File: src/rtl/w5300_bus_ctrl.sv
// W5300 host bus master (direct address, 16-bit data).
// Runs the chip hardware reset / PLL-lock wait, then turns single register
// requests into CS/RD/WR strobe cycles with fixed setup, strobe, hold and
// recovery timing. All outputs are registered.
module w5300_bus_ctrl #(
  parameter int unsigned SETUP_CYCLES    = 1,
  parameter int unsigned STROBE_CYCLES   = 7,
  parameter int unsigned RECOVERY_CYCLES = 3,
  parameter int unsigned RST_LOW_CYCLES  = 200,
  parameter int unsigned RST_WAIT_CYCLES = 1000000
) (
  input  logic        clk,
  input  logic        rst,
  input  logic        req_valid,
  output logic        req_ready,
  input  logic        req_op,
  input  logic [9:0]  req_addr,
  input  logic [15:0] req_wdata,
  output logic        rsp_valid,
  output logic [15:0] rsp_rdata,
  output logic        rsp_err,
  output logic        init_done,
  output logic        hw_rst_n,
  output logic [9:0]  bus_addr,
  output logic [15:0] bus_data_o,
  input  logic [15:0] bus_data_i,
  output logic        bus_data_oe,
  output logic        bus_cs_n,
  output logic        bus_rd_n,
  output logic        bus_wr_n
);

  localparam int unsigned M0   = (SETUP_CYCLES > STROBE_CYCLES) ? SETUP_CYCLES : STROBE_CYCLES;
  localparam int unsigned M1   = (M0 > RECOVERY_CYCLES) ? M0 : RECOVERY_CYCLES;
  localparam int unsigned M2   = (M1 > RST_LOW_CYCLES) ? M1 : RST_LOW_CYCLES;
  localparam int unsigned MAXC = (M2 > RST_WAIT_CYCLES) ? M2 : RST_WAIT_CYCLES;
  localparam int          CW   = $clog2(MAXC + 1);

  // Counter values on the final cycle of each timed phase
  localparam logic [CW-1:0] SETUP_LAST  = CW'(SETUP_CYCLES - 1);
  localparam logic [CW-1:0] STROBE_LAST = CW'(STROBE_CYCLES - 1);
  localparam logic [CW-1:0] REC_LAST    = CW'(RECOVERY_CYCLES - 1);
  localparam logic [CW-1:0] LOW_LAST    = CW'(RST_LOW_CYCLES - 1);
  localparam logic [CW-1:0] WAIT_LAST   = CW'(RST_WAIT_CYCLES - 1);

  typedef enum logic [2:0] {
    RST_LOW, RST_WAIT, IDLE, SETUP, STROBE, HOLD, ERR, RECOVER
  } state_t;

  state_t        state_q;
  logic [CW-1:0] cnt_q;
  logic [CW-1:0] cnt_inc;
  logic          op_q;
  logic          ready_q, rsp_valid_q, rsp_err_q, init_done_q, hw_rst_n_q;
  logic          oe_q, cs_n_q, rd_n_q, wr_n_q;
  logic [15:0]   rdata_q, wdata_q;
  logic [9:0]    addr_q;

  // Phase counter saturates instead of wrapping
  assign cnt_inc = (&cnt_q) ? cnt_q : cnt_q + 1'b1;

  // Single FSM: reset sequencing plus one bus cycle per accepted request
  always_ff @(posedge clk) begin
    if (rst) begin
      state_q     <= RST_LOW;
      cnt_q       <= '0;
      op_q        <= 1'b0;
      ready_q     <= 1'b0;
      rsp_valid_q <= 1'b0;
      rsp_err_q   <= 1'b0;
      rdata_q     <= '0;
      init_done_q <= 1'b0;
      hw_rst_n_q  <= 1'b0;
      addr_q      <= '0;
      wdata_q     <= '0;
      oe_q        <= 1'b0;
      cs_n_q      <= 1'b1;
      rd_n_q      <= 1'b1;
      wr_n_q      <= 1'b1;
    end else begin
      rsp_valid_q <= 1'b0;
      rsp_err_q   <= 1'b0;
      case (state_q)
        RST_LOW: begin
          if (cnt_q == LOW_LAST) begin
            state_q    <= RST_WAIT;
            hw_rst_n_q <= 1'b1;
            cnt_q      <= '0;
          end else cnt_q <= cnt_inc;
        end
        RST_WAIT: begin
          if (cnt_q == WAIT_LAST) begin
            state_q     <= IDLE;
            init_done_q <= 1'b1;
            ready_q     <= 1'b1;
            cnt_q       <= '0;
          end else cnt_q <= cnt_inc;
        end
        IDLE: begin
          if (req_valid && ready_q) begin
            ready_q <= 1'b0;
            cnt_q   <= '0;
            if (req_addr[0]) begin
              // Odd address: reject without touching the bus
              state_q     <= ERR;
              rsp_valid_q <= 1'b1;
              rsp_err_q   <= 1'b1;
              rdata_q     <= '0;
            end else begin
              state_q <= SETUP;
              cs_n_q  <= 1'b0;
              addr_q  <= req_addr;
              op_q    <= req_op;
              wdata_q <= req_op ? req_wdata : 16'h0000;
              oe_q    <= req_op;
            end
          end
        end
        SETUP: begin
          if (cnt_q == SETUP_LAST) begin
            state_q <= STROBE;
            cnt_q   <= '0;
            rd_n_q  <= op_q;
            wr_n_q  <= ~op_q;
          end else cnt_q <= cnt_inc;
        end
        STROBE: begin
          if (cnt_q == STROBE_LAST) begin
            state_q     <= HOLD;
            rd_n_q      <= 1'b1;
            wr_n_q      <= 1'b1;
            rsp_valid_q <= 1'b1;
            rdata_q     <= op_q ? 16'h0000 : bus_data_i;
          end else cnt_q <= cnt_inc;
        end
        HOLD: begin
          state_q <= RECOVER;
          cs_n_q  <= 1'b1;
          oe_q    <= 1'b0;
          cnt_q   <= '0;
        end
        ERR: begin
          state_q <= IDLE;
          ready_q <= 1'b1;
        end
        RECOVER: begin
          if (cnt_q == REC_LAST) begin
            state_q <= IDLE;
            ready_q <= 1'b1;
          end else cnt_q <= cnt_inc;
        end
        default: begin
          state_q <= RST_LOW;
          cnt_q   <= '0;
        end
      endcase
    end
  end

  assign req_ready   = ready_q;
  assign rsp_valid   = rsp_valid_q;
  assign rsp_rdata   = rdata_q;
  assign rsp_err     = rsp_err_q;
  assign init_done   = init_done_q;
  assign hw_rst_n    = hw_rst_n_q;
  assign bus_addr    = addr_q;
  assign bus_data_o  = wdata_q;
  assign bus_data_oe = oe_q;
  assign bus_cs_n    = cs_n_q;
  assign bus_rd_n    = rd_n_q;
  assign bus_wr_n    = wr_n_q;

endmodule
File: config.mk
export PLATFORM = sky130hd
export DESIGN_NAME = w5300_bus_ctrl
export DESIGN_NICKNAME = d
export VERILOG_FILES = /design/src/rtl/w5300_bus_ctrl.sv
export SDC_FILE = /design/constraint.sdc
export NUM_CORES = 1
export LEC_CHECK = 0
export CORE_UTILIZATION = 40
export DETAILED_ROUTE_END_ITERATION = 6
export PLACE_DENSITY = 0.73
export REMOVE_ABC_BUFFERS = 1
export SLEW_MARGIN = 20
export SYNTH_ARGS = -nofsm -noshare
export SYNTH_HDL_FRONTEND = slang
export SYNTH_SLANG_ARGS = --single-unit
File: constraint.sdc
create_clock -name clk -period 2.3 [get_ports clk]
set_input_delay 0.345 -clock clk [delete_from_list [all_inputs] [get_ports clk]]
set_output_delay 0.345 -clock clk [all_outputs]
set_load 0.02 [all_outputs]
==> results.toml <==
[status]
outcome = "completed"

[global_route]
gr-usage-met3_pct = 5.04
grt_max_degree = 33
grt_overflow = 0
grt.busiest_layer = "met2"
grt_use_total_pct = 22.6
use_met1_pct = 28.5
antenna_found_initial = 0
grt_pass1_vias = 3800
grt_pass1_wl_um = 17900
use_met2_pct = 37.6

[clock_network]
numCtsBuffers = 9
htree_levels = 3
insertion_delay_ns = 0.36
clk_pin_slew_ns = 0.09
clock_path_buffers = 2
cts_tree = "built"
cts_root_buf = "clkbuf_8"
cts_sinks = 74

[critical_path]
start_kind = "register"
path_class = "reg -> reg"
timing.rr.start = "cnt_q[8]$_SDFFE_PP0P_"
reg2reg_slack_ns = 0.08
r2r.worst_path.cells = 7
endpoint_kind = "register"
critical_path.endpoint = "cnt_q[13]$_SDFFE_PP0P_"
cp_data_arrival_time_ns = 2.46
critPathRequiredTime_ns = 2.54
reg2reg_to = "cnt_q[13]$_SDFFE_PP0P_"
cp-startpoint = "cnt_q[8]$_SDFFE_PP0P_"
worstPathMaxFanout = 20

[die]
initial_utilization_pct = 42.0
core-area_um2 = 8890
die_area_um2 = 9720
ios = 97
die_w_um = 98.6
core.rowCount = 34
fp.dieH_um = 98.6

[synth]
synthesis.area_um2 = 3730
ys_seq_area_share_pct = 39.7
synth-seq-cells = 74
ys_warn_count = 0
syn_inst = 482
async_reset_ff_share_pct = 0
syn_avg_cell_area_um2 = 7.74
synth_edf_count = 0
yosysUniqueCellTypes = 56
synth_ff_type = "dfxtp_1"

[place]
placedCellCount = 693
hpwlAfterDp_um = 7950
dpl_cell_area_um2 = 5050
place_congestion = 0.979
port_buffers = 95

[pwr]
p_leak_uw = 0.00175
powerDensity_nw_per_um2 = 523
p_seq_share_pct = 47.4
p_total_uw = 2760
clock_power_share_pct = 39.0
peakVddDrop_v = 0.000333
power_frac_comb_pct = 13.6
p_switching_uw = 765
power.internal_uw = 1990
p_sw_share_pct = 27.7

[drt]
drt-wirelength-per-cell_um = 15.5
viasPerCell = 5.70
route.detailed.drc = 0
vias = 4043
wirelength_um = 11000
first_pass_iters = 4
drtIter0Drc = 272
ant_nets = 0

[layout]
diodes = 0
syn2layout_area_growth_pct = 41.5
fin_cells = 709
seq_area_um2 = 1480
multi_input_area_um2 = 2040
num-fill-cells = 792
final_nets = 645
drive_gt1_share_pct = 14.0
final_area_um2 = 5280

[sta]
final.min_clock_period_ns = 2.22
final-max-slew-violation-count = 0
hold_viol_final = 0
tightest_slew_ns = 0.557
relSlewSlack_pct = 62.7
final.setup.tns_ns = 0
setup_viol = 0
period_share_pct = 96.3
rsz0062_at_grt = "true"
fin_skew_ns = 0.0129
fmax_mhz = 451

[worst_hold_path]
min_delay_path_depth = 2
hp-class = "in -> reg"

[run]
max_cap_violations = 0
## cell usage after synthesis (all sizes together) (2+ instances only)
master / n / area, µm²
a221oi: 3 / 32.5
buf: 14 / 81.3
nor3b: 3 / 22.5
nor4: 9 / 71.3
a21oi: 54 / 270
o22ai: 2 / 12.5
o221ai: 5 / 43.8
and3: 4 / 25.0
or3: 4 / 25.0
ha: 3 / 37.5
a211oi: 6 / 50.1
nor2: 18 / 67.6
a41oi: 3 / 26.3
or2: 5 / 31.3
nor3: 13 / 65.1
o211ai: 6 / 50.1
a31oi: 16 / 100
nand2: 69 / 259
nand4: 27 / 175
o21ai: 6 / 30.0
and2: 6 / 37.5
a31o: 2 / 17.5
o21a: 3 / 22.5
o21bai: 3 / 22.5
inv: 11 / 41.3
nand2b: 17 / 106
nand3: 48 / 240
nor2b: 2 / 12.5
and4: 3 / 26.3
dfxtp: 74 / 1480
clkbuf: 28 / 105
## area by class of cell
type / instances / share of cell area, %
multi-input cells: 355 / 38.7
clock inverters: 7 / 1.57
inverters: 11 / 0.783
well taps: 108 / 2.56
repair buffers: 145 / 26.0
clock buffers: 9 / 2.35
flip-flops and latches: 74 / 28.1
## what timing repair did
item / in CTS / in global routing
setup endpoints to repair: 0 / 13
buffers inserted: 0 / 0
hold buffers: 0 / 0
resized for setup: 0 / 6
## worst max-delay path, stage by stage, from the launching register on
cell     delay, ns
dfxtp_1       0.34
nor4_4        0.39
nand4_2       0.15
o41a_1        0.40
or3_4         0.39
buf_12        0.16
a32oi_2       0.16
a21oi_1       0.09
## power by group through the flow
| stage | sequential (µW) | clock (µW) | combinational (µW) |
|---|---|---|---|
| 3_5_place_dp | 1340 | 0 | 362 |
| 2_1_floorplan | 1360 | 0 | 150 |
| 6_report | 1310 | 1080 | 375 |
| 4_1_cts | 1310 | 1100 | 367 |
| 3_3_place_gp | 1340 | 0 | 360 |
| 5_1_grt | 1310 | 1170 | 405 |
## sequential cells by signal, summed over array words and instances, names as in the netlist
signal / count
bus_rd_n: 1
bus_data_oe: 1
hw_rst_n: 1
bus_data_o: 16
op_q: 1
bus_wr_n: 1
bus_addr: 9
init_done: 1
rsp_valid: 1
req_ready: 1
rsp_rdata: 16
cnt_q: 20
rsp_err: 1
bus_cs_n: 1
state_q: 3
## placed cells by master (no fill, tap or decap), types with 3 or more instances in the layout
cell type	count
ha_1	3
a41oi_1	3
nor4_1	8
and2_1	6
buf_4	46
nor3_1	13
dfxtp_1	73
clkbuf_8	9
or2_2	3
inv_6	3
o21ai_0	4
buf_12	4
nor3b_1	3
a21oi_1	54
or3_1	3
nand2b_1	17
nor2_1	18
o21bai_1	3
clkdlybuf4s50_1	94
and3_1	4
nand3_1	48
a211oi_1	5
o21a_1	3
inv_1	10
a31oi_1	16
o221ai_1	5
o211ai_1	5
nand4_1	26
nand2_1	69
## cell families (layout without fill, tap and decap cells)
group | count (synthesis) | in the layout | share of synthesized area [%]
buf+inv | 53 | 172 | 6.11
fa+ha+maj | 3 | 3 | 1.01
simple gates | 229 | 229 | 31.4
other cells | 1 | 1 | 0.101
compound gates | 122 | 122 | 21.6
flops | 74 | 74 | 39.7
## metrics by stage
| step | hold WS (ns) | util, % | setup WS (ns) |
|---|---|---|---|
| 6_report | 0.398 | 59.3 | 0.0849 |
| 5_1_grt | 0.403 | 59.3 | -0.0332 |
| 3_3_place_gp | 0.438 | 56.8 | 0.142 |
| 3_5_place_dp | 0.444 | 56.8 | 0.0622 |
| 4_1_cts | 0.384 | 59.1 | 0.0488 |
| 2_1_floorplan | 0.411 | - | -0.127 |
## per-layer routing
| metal | vias to the layer above | part of all wire (%) |
|---|---|---|
| met3 | 22 | 7.0 |
| met1 | 1868 | 44 |
| li1 | 1987 | - |
| met4 | 0 | 2.3 |
| met5 | - | 0 |
| met2 | 166 | 47 |
## how the worst min path moves through the flow
stage / startpoint / endpoint
floorplan: rst / cnt_q[17]$_SDFFE_PP0P_
global placement: bus_data_o[13]$_SDFFE_PP0P_ / bus_data_o[13]$_SDFFE_PP0P_
global route: rst / rsp_rdata[0]$_SDFFE_PP0P_
finish: rst / rsp_rdata[5]$_SDFFE_PP0P_
detailed placement: bus_data_o[15]$_SDFFE_PP0P_ / bus_data_o[15]$_SDFFE_PP0P_
CTS: rst / rsp_rdata[10]$_SDFFE_PP0P_
Power figures use the tool's default switching activity.
